### src/rtl/uart_pkg.sv
// Shared UART definitions: parity encodings, serializer FSM states and legal parameter ranges.
// The receive side uses the same parity encodings.
package uart_pkg;

   localparam int unsigned DATA_WIDTH_MIN = 5;
   localparam int unsigned DATA_WIDTH_MAX = 9;
   localparam int unsigned STOP_BITS_MIN  = 1;
   localparam int unsigned STOP_BITS_MAX  = 2;

   localparam logic [1:0] PARITY_NONE0 = 2'b00;
   localparam logic [1:0] PARITY_ODD   = 2'b01;
   localparam logic [1:0] PARITY_EVEN  = 2'b10;
   localparam logic [1:0] PARITY_NONE1 = 2'b11;

   localparam int unsigned STATE_W = 3;
   localparam logic [2:0] ST_IDLE   = 3'd0;
   localparam logic [2:0] ST_START  = 3'd1;
   localparam logic [2:0] ST_DATA   = 3'd2;
   localparam logic [2:0] ST_PARITY = 3'd3;
   localparam logic [2:0] ST_STOP   = 3'd4;

   // True when the encoding carries a parity bit in the frame.
   function automatic logic parity_enabled(input logic [1:0] ptype);
      logic en;
      case (ptype)
         PARITY_ODD, PARITY_EVEN:     en = 1'b1;
         PARITY_NONE0, PARITY_NONE1:  en = 1'b0;
         default:                     en = 1'b0;
      endcase
      return en;
   endfunction

endpackage

### src/rtl/uart_parity_gen.sv
// Parity bit for a DATA_WIDTH word: odd_sel=1 makes data+parity odd, otherwise even.
// Shared between the TX serializer and the RX parity checker.
module uart_parity_gen #(
   parameter int unsigned DATA_WIDTH = 8
) (
   input  logic [DATA_WIDTH-1:0] data,
   input  logic                  odd_sel,
   output logic                  parity_c
);

   assign parity_c = (^data) ^ odd_sel;

endmodule

### src/rtl/uart_tx_serializer.sv
// UART transmit serializer: one-entry holding buffer behind a valid/ready handshake feeding a
// frame FSM that shifts start, data, optional parity and stop bits out on data_tx.
module uart_tx_serializer
   import uart_pkg::*;
#(
   parameter int unsigned DATA_WIDTH = 8,
   parameter int unsigned STOP_BITS  = 1,
   parameter bit          MSB_FIRST  = 1'b0
) (
   input  logic                  baud_clk,
   input  logic                  reset,
   input  logic [1:0]            parity_type,
   input  logic [DATA_WIDTH-1:0] data_in,
   input  logic                  data_valid,
   output logic                  data_ready,
   output logic                  data_tx,
   output logic                  active_flag,
   output logic                  done_flag
);

   localparam int unsigned CNT_W = $clog2(DATA_WIDTH + 1);
   localparam logic [CNT_W-1:0] LAST_BIT  = CNT_W'(DATA_WIDTH - 1);
   localparam logic             LAST_STOP = 1'(STOP_BITS - 1);

   if (DATA_WIDTH < DATA_WIDTH_MIN || DATA_WIDTH > DATA_WIDTH_MAX) begin : g_bad_data_width
      $error("uart_tx_serializer: DATA_WIDTH %0d outside 5..9", DATA_WIDTH);
   end
   if (STOP_BITS < STOP_BITS_MIN || STOP_BITS > STOP_BITS_MAX) begin : g_bad_stop_bits
      $error("uart_tx_serializer: STOP_BITS %0d must be 1 or 2", STOP_BITS);
   end

   logic [STATE_W-1:0]    state_q, state_d;
   logic [DATA_WIDTH-1:0] shift_q, shift_d;
   logic [CNT_W-1:0]      bit_cnt_q, bit_cnt_d;
   logic                  stop_cnt_q, stop_cnt_d;
   logic                  par_en_q, par_en_d;
   logic                  par_bit_q, par_bit_d;
   logic                  hold_valid_q, hold_valid_d;
   logic [DATA_WIDTH-1:0] hold_data_q, hold_data_d;
   logic                  hold_par_en_q, hold_par_en_d;
   logic                  hold_par_bit_q, hold_par_bit_d;
   logic                  data_ready_q, data_ready_d;
   logic                  data_tx_q, data_tx_d;
   logic                  active_q, active_d;
   logic                  done_q, done_d;

   logic                  in_parity_c;
   logic                  accept_c;
   logic                  load_c;
   logic [DATA_WIDTH-1:0] load_word_c;

   uart_parity_gen #(
      .DATA_WIDTH (DATA_WIDTH)
   ) u_parity_gen (
      .data     (data_in),
      .odd_sel  (parity_type == PARITY_ODD),
      .parity_c (in_parity_c)
   );

   // The shifter always emits bit 0 first, so MSB-first words are reversed on load.
   always_comb begin
      load_word_c = hold_data_q;
      if (MSB_FIRST) begin
         for (int i = 0; i < int'(DATA_WIDTH); i++) begin
            load_word_c[i] = hold_data_q[int'(DATA_WIDTH) - 1 - i];
         end
      end
   end

   // Next-state logic; outputs are derived from the state being entered so they register
   // aligned with the bit on the line.
   always_comb begin
      state_d        = state_q;
      shift_d        = shift_q;
      bit_cnt_d      = bit_cnt_q;
      stop_cnt_d     = stop_cnt_q;
      par_en_d       = par_en_q;
      par_bit_d      = par_bit_q;
      hold_valid_d   = hold_valid_q;
      hold_data_d    = hold_data_q;
      hold_par_en_d  = hold_par_en_q;
      hold_par_bit_d = hold_par_bit_q;
      load_c         = 1'b0;
      accept_c       = data_valid && data_ready_q;

      case (state_q)
         ST_IDLE: begin
            if (hold_valid_q) begin
               load_c = 1'b1;
            end
         end
         ST_START: begin
            state_d   = ST_DATA;
            bit_cnt_d = '0;
         end
         ST_DATA: begin
            if (bit_cnt_q == LAST_BIT) begin
               state_d    = par_en_q ? ST_PARITY : ST_STOP;
               stop_cnt_d = 1'b0;
            end else begin
               shift_d   = shift_q >> 1;
               bit_cnt_d = bit_cnt_q + CNT_W'(1);
            end
         end
         ST_PARITY: begin
            state_d    = ST_STOP;
            stop_cnt_d = 1'b0;
         end
         ST_STOP: begin
            if (stop_cnt_q == LAST_STOP) begin
               if (hold_valid_q) begin
                  load_c = 1'b1;
               end else begin
                  state_d = ST_IDLE;
               end
            end else begin
               stop_cnt_d = stop_cnt_q + 1'b1;
            end
         end
         default: begin
            state_d = ST_IDLE;
         end
      endcase

      if (load_c) begin
         state_d      = ST_START;
         shift_d      = load_word_c;
         par_en_d     = hold_par_en_q;
         par_bit_d    = hold_par_bit_q;
         hold_valid_d = 1'b0;
      end

      // Accept needs an empty buffer and load needs a full one, so they never coincide.
      if (accept_c) begin
         hold_valid_d   = 1'b1;
         hold_data_d    = data_in;
         hold_par_en_d  = parity_enabled(parity_type);
         hold_par_bit_d = in_parity_c;
      end

      data_ready_d = ~hold_valid_d;

      case (state_d)
         ST_START:  data_tx_d = 1'b0;
         ST_DATA:   data_tx_d = shift_d[0];
         ST_PARITY: data_tx_d = par_bit_d;
         default:   data_tx_d = 1'b1;
      endcase
      active_d = (state_d != ST_IDLE);
      done_d   = (state_d == ST_STOP) && (stop_cnt_d == LAST_STOP);
   end

   always_ff @(posedge baud_clk) begin
      if (reset) begin
         state_q        <= ST_IDLE;
         shift_q        <= '0;
         bit_cnt_q      <= '0;
         stop_cnt_q     <= 1'b0;
         par_en_q       <= 1'b0;
         par_bit_q      <= 1'b0;
         hold_valid_q   <= 1'b0;
         hold_data_q    <= '0;
         hold_par_en_q  <= 1'b0;
         hold_par_bit_q <= 1'b0;
         data_ready_q   <= 1'b1;
         data_tx_q      <= 1'b1;
         active_q       <= 1'b0;
         done_q         <= 1'b0;
      end else begin
         state_q        <= state_d;
         shift_q        <= shift_d;
         bit_cnt_q      <= bit_cnt_d;
         stop_cnt_q     <= stop_cnt_d;
         par_en_q       <= par_en_d;
         par_bit_q      <= par_bit_d;
         hold_valid_q   <= hold_valid_d;
         hold_data_q    <= hold_data_d;
         hold_par_en_q  <= hold_par_en_d;
         hold_par_bit_q <= hold_par_bit_d;
         data_ready_q   <= data_ready_d;
         data_tx_q      <= data_tx_d;
         active_q       <= active_d;
         done_q         <= done_d;
      end
   end

   assign data_ready  = data_ready_q;
   assign data_tx     = data_tx_q;
   assign active_flag = active_q;
   assign done_flag   = done_q;

endmodule

### config.mk
export PLATFORM = sky130hd
export DESIGN_NAME = uart_tx_serializer
export DESIGN_NICKNAME = d
export VERILOG_FILES = /design/src/rtl/uart_pkg.sv /design/src/rtl/uart_parity_gen.sv /design/src/rtl/uart_tx_serializer.sv
export SDC_FILE = /design/constraint.sdc
export NUM_CORES = 1
export LEC_CHECK = 0
export ABC_AREA = 1
export CORE_ASPECT_RATIO = 1.2
export CORE_MARGIN = 1
export CORE_UTILIZATION = 46
export DETAILED_ROUTE_END_ITERATION = 10
export PLACE_DENSITY = 0.66
export REMOVE_ABC_BUFFERS = 1
export SYNTH_ARGS = -nofsm -noshare
export SYNTH_HDL_FRONTEND = slang
export SYNTH_SLANG_ARGS = --single-unit
### constraint.sdc
create_clock -name baud_clk -period 1.6 [get_ports baud_clk]
set_clock_uncertainty 0.1 [all_clocks]
set_input_delay 0.32 -clock baud_clk [delete_from_list [all_inputs] [get_ports baud_clk]]
set_output_delay 0.32 -clock baud_clk [all_outputs]
set_load 0.005 [all_outputs]
# Word level (Yosys, flattened, before mapping)
# Cells that the tools add are included.
# Widths: inputs -> output; s select.
dict set report word_totals {
  regBits 33
  inputBits 13
  out_inout_bits 4
  elab_cells 68
}
dict set report classes {
  addsub 2
  eq_ne 14
  muxes 22
  bitwise 3
  n_reduce_logical 12
}
# operator count
set ops {}
lappend ops {{$mux 8} 3}
lappend ops {{$mux 3} 5}
lappend ops {{$pmux 3 s5} 1}
lappend ops {{$eq 3x2->1 const B} 4}
lappend ops {{$pmux 4 s2} 1}
lappend ops {{$reduce_xor 8->1} 1}
lappend ops {{$mux 1} 7}
lappend ops {{$eq 3x1->1 const B} 2}
lappend ops {{$eq 3x3->1 const B} 2}
lappend ops {{$pmux 1 s3} 2}
lappend ops {{$add 4x1->4 const B} 1}
lappend ops {{$eq 2x2->1 const B} 2}
lappend ops {{$eq 4x3->1 const B} 1}
lappend ops {{$mux 4} 1}
lappend ops {{$ne 2x2->1 const B} 2}
lappend ops {{$pmux 1 s2} 2}
lappend ops {{$reduce_and 2->1} 2}
lappend ops {{$reduce_bool 2->1} 2}
lappend ops {{$reduce_or 2->1} 2}
lappend ops {{$logic_not 3->1} 1}
lappend ops {{$reduce_bool 3->1} 1}
lappend ops {{$eq 2x1->1 const B} 1}
lappend ops {{$logic_and 1x1->1} 2}
lappend ops {{$logic_not 2->1} 1}
lappend ops {{3 further kinds} 4}

# Logic depth before layout (Yosys ltp)
dict set report depth {
  ltp_word 6
  ltp_mapped 11
  mapped_depth_nobuf 11
}

# Cells and area by module
# A second synthesis with hierarchy kept.
dict set report hier_totals {
  cells_unflattened 218
  area_unflattened_um2 1552.7
}
# module instances cells_per_inst area_per_inst_um2 seq_area_each_um2
set by_module_without_submodules {}
lappend by_module_without_submodules {uart_tx_serializer 1 180 1388.8 660.6}
lappend by_module_without_submodules {uart_parity_gen 1 38 163.9 0.0}

# Least setup slack after synthesis
# OpenSTA, ideal clock, no wires.
dict set report synth_path {
  path_kind {register -> register}
  from {register bit_cnt_q[1]}
  to {register bit_cnt_q[1]}
  setup_time_ps 116
  arrival_time_ps 1155
  t_required_ps 1384
  setup_slack_ps 229
  stages_incl_launch_ff 9
  n_path_buf 0
  period_less_slack_ps 1371
  path_cell_list {dfxtp_1 ha_1 nand2_1 nor2_2 nor2_4 nor2_4 inv_2 o21ai_0 nor2_1}
}
dict set report synth_between {
  elab_chain_cells 3
  elab_cells_between_ends 6
  classes_between {add/sub (1); eq/ne (2); mux (2); reduce/logical (1)}
}
# element line_no
set synth_lines {}
lappend synth_lines {{start, declared} uart_tx_serializer.sv:34} ;# logic [CNT_W-1:0] bit_cnt_q, bit_cnt_d;
lappend synth_lines {{start signal, assigned} uart_tx_serializer.sv:172} ;# bit_cnt_q <= bit_cnt_d;
lappend synth_lines {{$add 4x1->4 or $eq 4x3->1 (tied branches)} {uart_tx_serializer.sv:102, uart_tx_serializer.sv:97}}
lappend synth_lines {{$mux 4 or $ne 2x2->1 (tied branches)} --}
lappend synth_lines {{$pmux 4 s2 or $reduce_and 2->1 (tied branches)} --}
# Parallel ways exist; a longest one is shown, timed or not. The select of a mux whose other input is x is not followed.
# A chain may end at the register's enable or synchronous reset.

# Worst setup path after layout
dict set report layout_path {
  from {register bit_cnt_q[1]}
  to {register bit_cnt_q[2]}
}
# The elaborated chain is that of the path after synthesis.

==> impl_metrics.ini <==
[status]
status = complete, no violations

[grt]
track_usage_pct = 20.15
grt_max_degree = 18
grt_overflow = 0
antenna_found_initial = 0
grt_pass1_wl_mm = 5.071
grt_pass1_vias = 1284

[clock_tree]
clk_pin_slew_ns = 0.10
root_buffer = clkbuf_4
cts.sinks = 33
htreeDepth = 2
cts_buffers = 5
clkLatencyLatePin_ns = 0.34
cts_hold_buf = 0
tritoncts = yes
clk_path_buf_depth = 2

[worst_setup_path]
cp-end-kind = flop
crit_buf_inv = 1
cp.arrival_ns = 1.62
slowest_stage = dfxtp_2
crit_type = reg2reg
cp.required_ns = 1.74
cp_top_family = simple AND/OR/NAND/NOR gates
crit_fanout = 5
path_common_cell = nor2_4
startpoint_type = flop
critPathMaxStageDelay_ns = 0.37
path_cells = ha_4, nand2_2, nor2_4, nor2_4, nor2_4, inv_2, a21oi_1, nor3_1

[power]
powerDensity_nw_per_um2 = 995.0
cellLeakagePower_nw = 0.8504
ir_drop_mv = 0.6976

[die]
dieWidth_um = 54.48
core_um2 = 3110
io_pins = 17
die_h_um = 64.98
die_area_um2 = 3540
rows = 22
initial_core_util_pct = 48.87

[sta]
relSlewSlack_pct = 75.72
period_share_pct = 92.66
fmax_mhz = 674.5
finalSetupViolations = 0
drv_slew = 0
holdWs_ns = 0.3701
worst_slew_pin_slew_ns = 0.3638
hold_viol = 0
rsz0062_at_grt = false
finalWorstSetupSlack_ns = 0.1175
post-route-min-period_ns = 1.483

[placed_design]
io_buffers = 16
hpwl_mm = 2.287
place.gp.congestion = 0.7292
placed_area_um2 = 1768
post-place-ws_ns = -0.1606

[drt]
drc = 0
dr.pass1.iters = 4
routedWlPerCell_um = 11.54
vias = 1339
wl_mm = 3.047
viasPerCell = 5.072
ant_nets = 0
drtIter0Drc = 24

[cells_and_area]
drive_above_1_share_pct = 16.67
nets = 242
syn_to_final_growth_pct = 24.69
antenna_cells = 0
fin_area_um2 = 1896

[logic_synthesis]
avgSynthCellArea_um2 = 7.601
postSynth.asyncResetShare_pct = 0
ys_ff_latch = 33
ys.warnings.count = 0
postSynthCellCount = 200
synth_edf_count = 0
synth_ff_type = dfxtp_1
syn_area_um2 = 1520
yosysUniqueCellTypes = 29
yosysSeqAreaShare_pct = 43.46

[hold_path]
hold_class = reg2reg

[flow_run]
drv_cap = 0
==> synth_stat cells, types with 3 or more instances <==
cell type   n  area [um^2]
dfxtp_1    33        660.6
inv_1      22        82.58
a31oi_1     3        18.77
o211ai_1    3        22.52
clkbuf_1    4        15.01
nand2_1    48        180.2
nor2_4      3        33.78
a32oi_1     4        35.03
o21ai_0    11        55.05
nor2_1     16        60.06
a21oi_1    20        100.1
nand3_1     9        45.04
==> tightest hold or removal path: stages, from the launching register on <==
cell     delay, ns
dfxtp_1       0.32
nand2_1       0.06
a21oi_1       0.05
==> cell type report <==
type,count,area [um^2]
multi-input cells,136,747.0
clock buffers,7,55.05
inverters,25,95.09
repair buffers,26,257.7
clock inverters,1,30.03
well taps,36,45.04
fillers,289,1215
flip-flops and latches,33,665.6
==> sequential cells by signal, indices dropped and copies added, names as in the netlist <==
register	flops
done_flag	1
stop_cnt_q	1
hold_valid_q	1
hold_par_bit_q	1
hold_par_en_q	1
data_ready	1
state_q	3
bit_cnt_q	4
hold_data_q	8
shift_q	8
data_tx	1
par_bit_q	1
active_flag	1
par_en_q	1
==> per-stage QoR <==
stage / std cells / TNS, ns / power (mW) / utilization (%)
after floorplan: 194 / 0 / 1.116 / -
after global placement: 255 / -0.1051 / 1.235 / 56.84
after detailed placement: 255 / -0.1606 / 1.250 / 56.84
after CTS: 263 / 0 / 1.899 / 59.65
after global routing: 264 / 0 / 1.981 / 60.94
final: 264 / 0 / 1.886 / 60.94
==> logic make-up (layout without fill, tap and decap cells) <==
kind of cell | after synthesis | count (layout) | synth area share (%)
compound gates | 45 | 45 | 17.20
xor+xnor | 3 | 3 | 1.729
fa+ha+maj | 2 | 2 | 1.646
buf+inv | 31 | 59 | 8.724
flops | 33 | 33 | 43.46
simple gates | 86 | 86 | 27.24
==> cells in the final DEF, fill, tap and decap left out, types with 2 or more instances in the layout <==
| cell | count |
|---|---|
| nand2_1 | 47 |
| dfxtp_1 | 29 |
| inv_1 | 22 |
| a21oi_1 | 20 |
| nor2_1 | 16 |
| clkdlybuf4s50_1 | 12 |
| o21ai_0 | 10 |
| nand3_1 | 9 |
| buf_4 | 9 |
| clkbuf_4 | 5 |
| a32oi_1 | 4 |
| nor2_4 | 4 |
| dfxtp_2 | 4 |
| dlymetal6s2s_1 | 4 |
| o211ai_1 | 3 |
| a31oi_1 | 3 |
| inv_2 | 2 |
| nand2_2 | 2 |
| o21ai_2 | 2 |
| nor3_1 | 2 |
| xor2_1 | 2 |
| o21ai_1 | 2 |
==> worst paths after layout <==
check / start / to / slack (ns) / depth (start not counted)
setup / recovery: bit_cnt_q[1]$_SDFFE_PP0P_ / bit_cnt_q[2]$_SDFFE_PP0P_ / 0.12 / 8
hold / removal: shift_q[7]$_SDFFE_PP0P_ / shift_q[7]$_SDFFE_PP0P_ / 0.37 / 2
setup reg to reg: bit_cnt_q[1]$_SDFFE_PP0P_ / bit_cnt_q[2]$_SDFFE_PP0P_ / 0.12 / 8
hold reg to reg: shift_q[7]$_SDFFE_PP0P_ / shift_q[7]$_SDFFE_PP0P_ / 0.37 / 2
==> where the power goes <==
group          total [mW]  internal [mW]  switching (mW)
clock network       0.651          0.373           0.278
registers           0.915          0.881          0.0343
logic               0.319          0.143           0.176
==> layer usage <==
metal  share of wire (%)  up-vias  track usage [%]
met2                  52       26            35.98
met5                   0        -                0
met3                 4.3        4            5.399
met1                  42      599            19.68
li1                    -      710                -
met4                 1.1        0            11.54
==> repair_timing <==
action / in CTS / in global routing
endpoints found under the setup margin: 2 / 14
gates cloned: 0 / 0
setup buffers: 0 / 1
resized for setup: 2 / 11
pin swaps: 0 / 2
(Power assumes the default switching activity.)
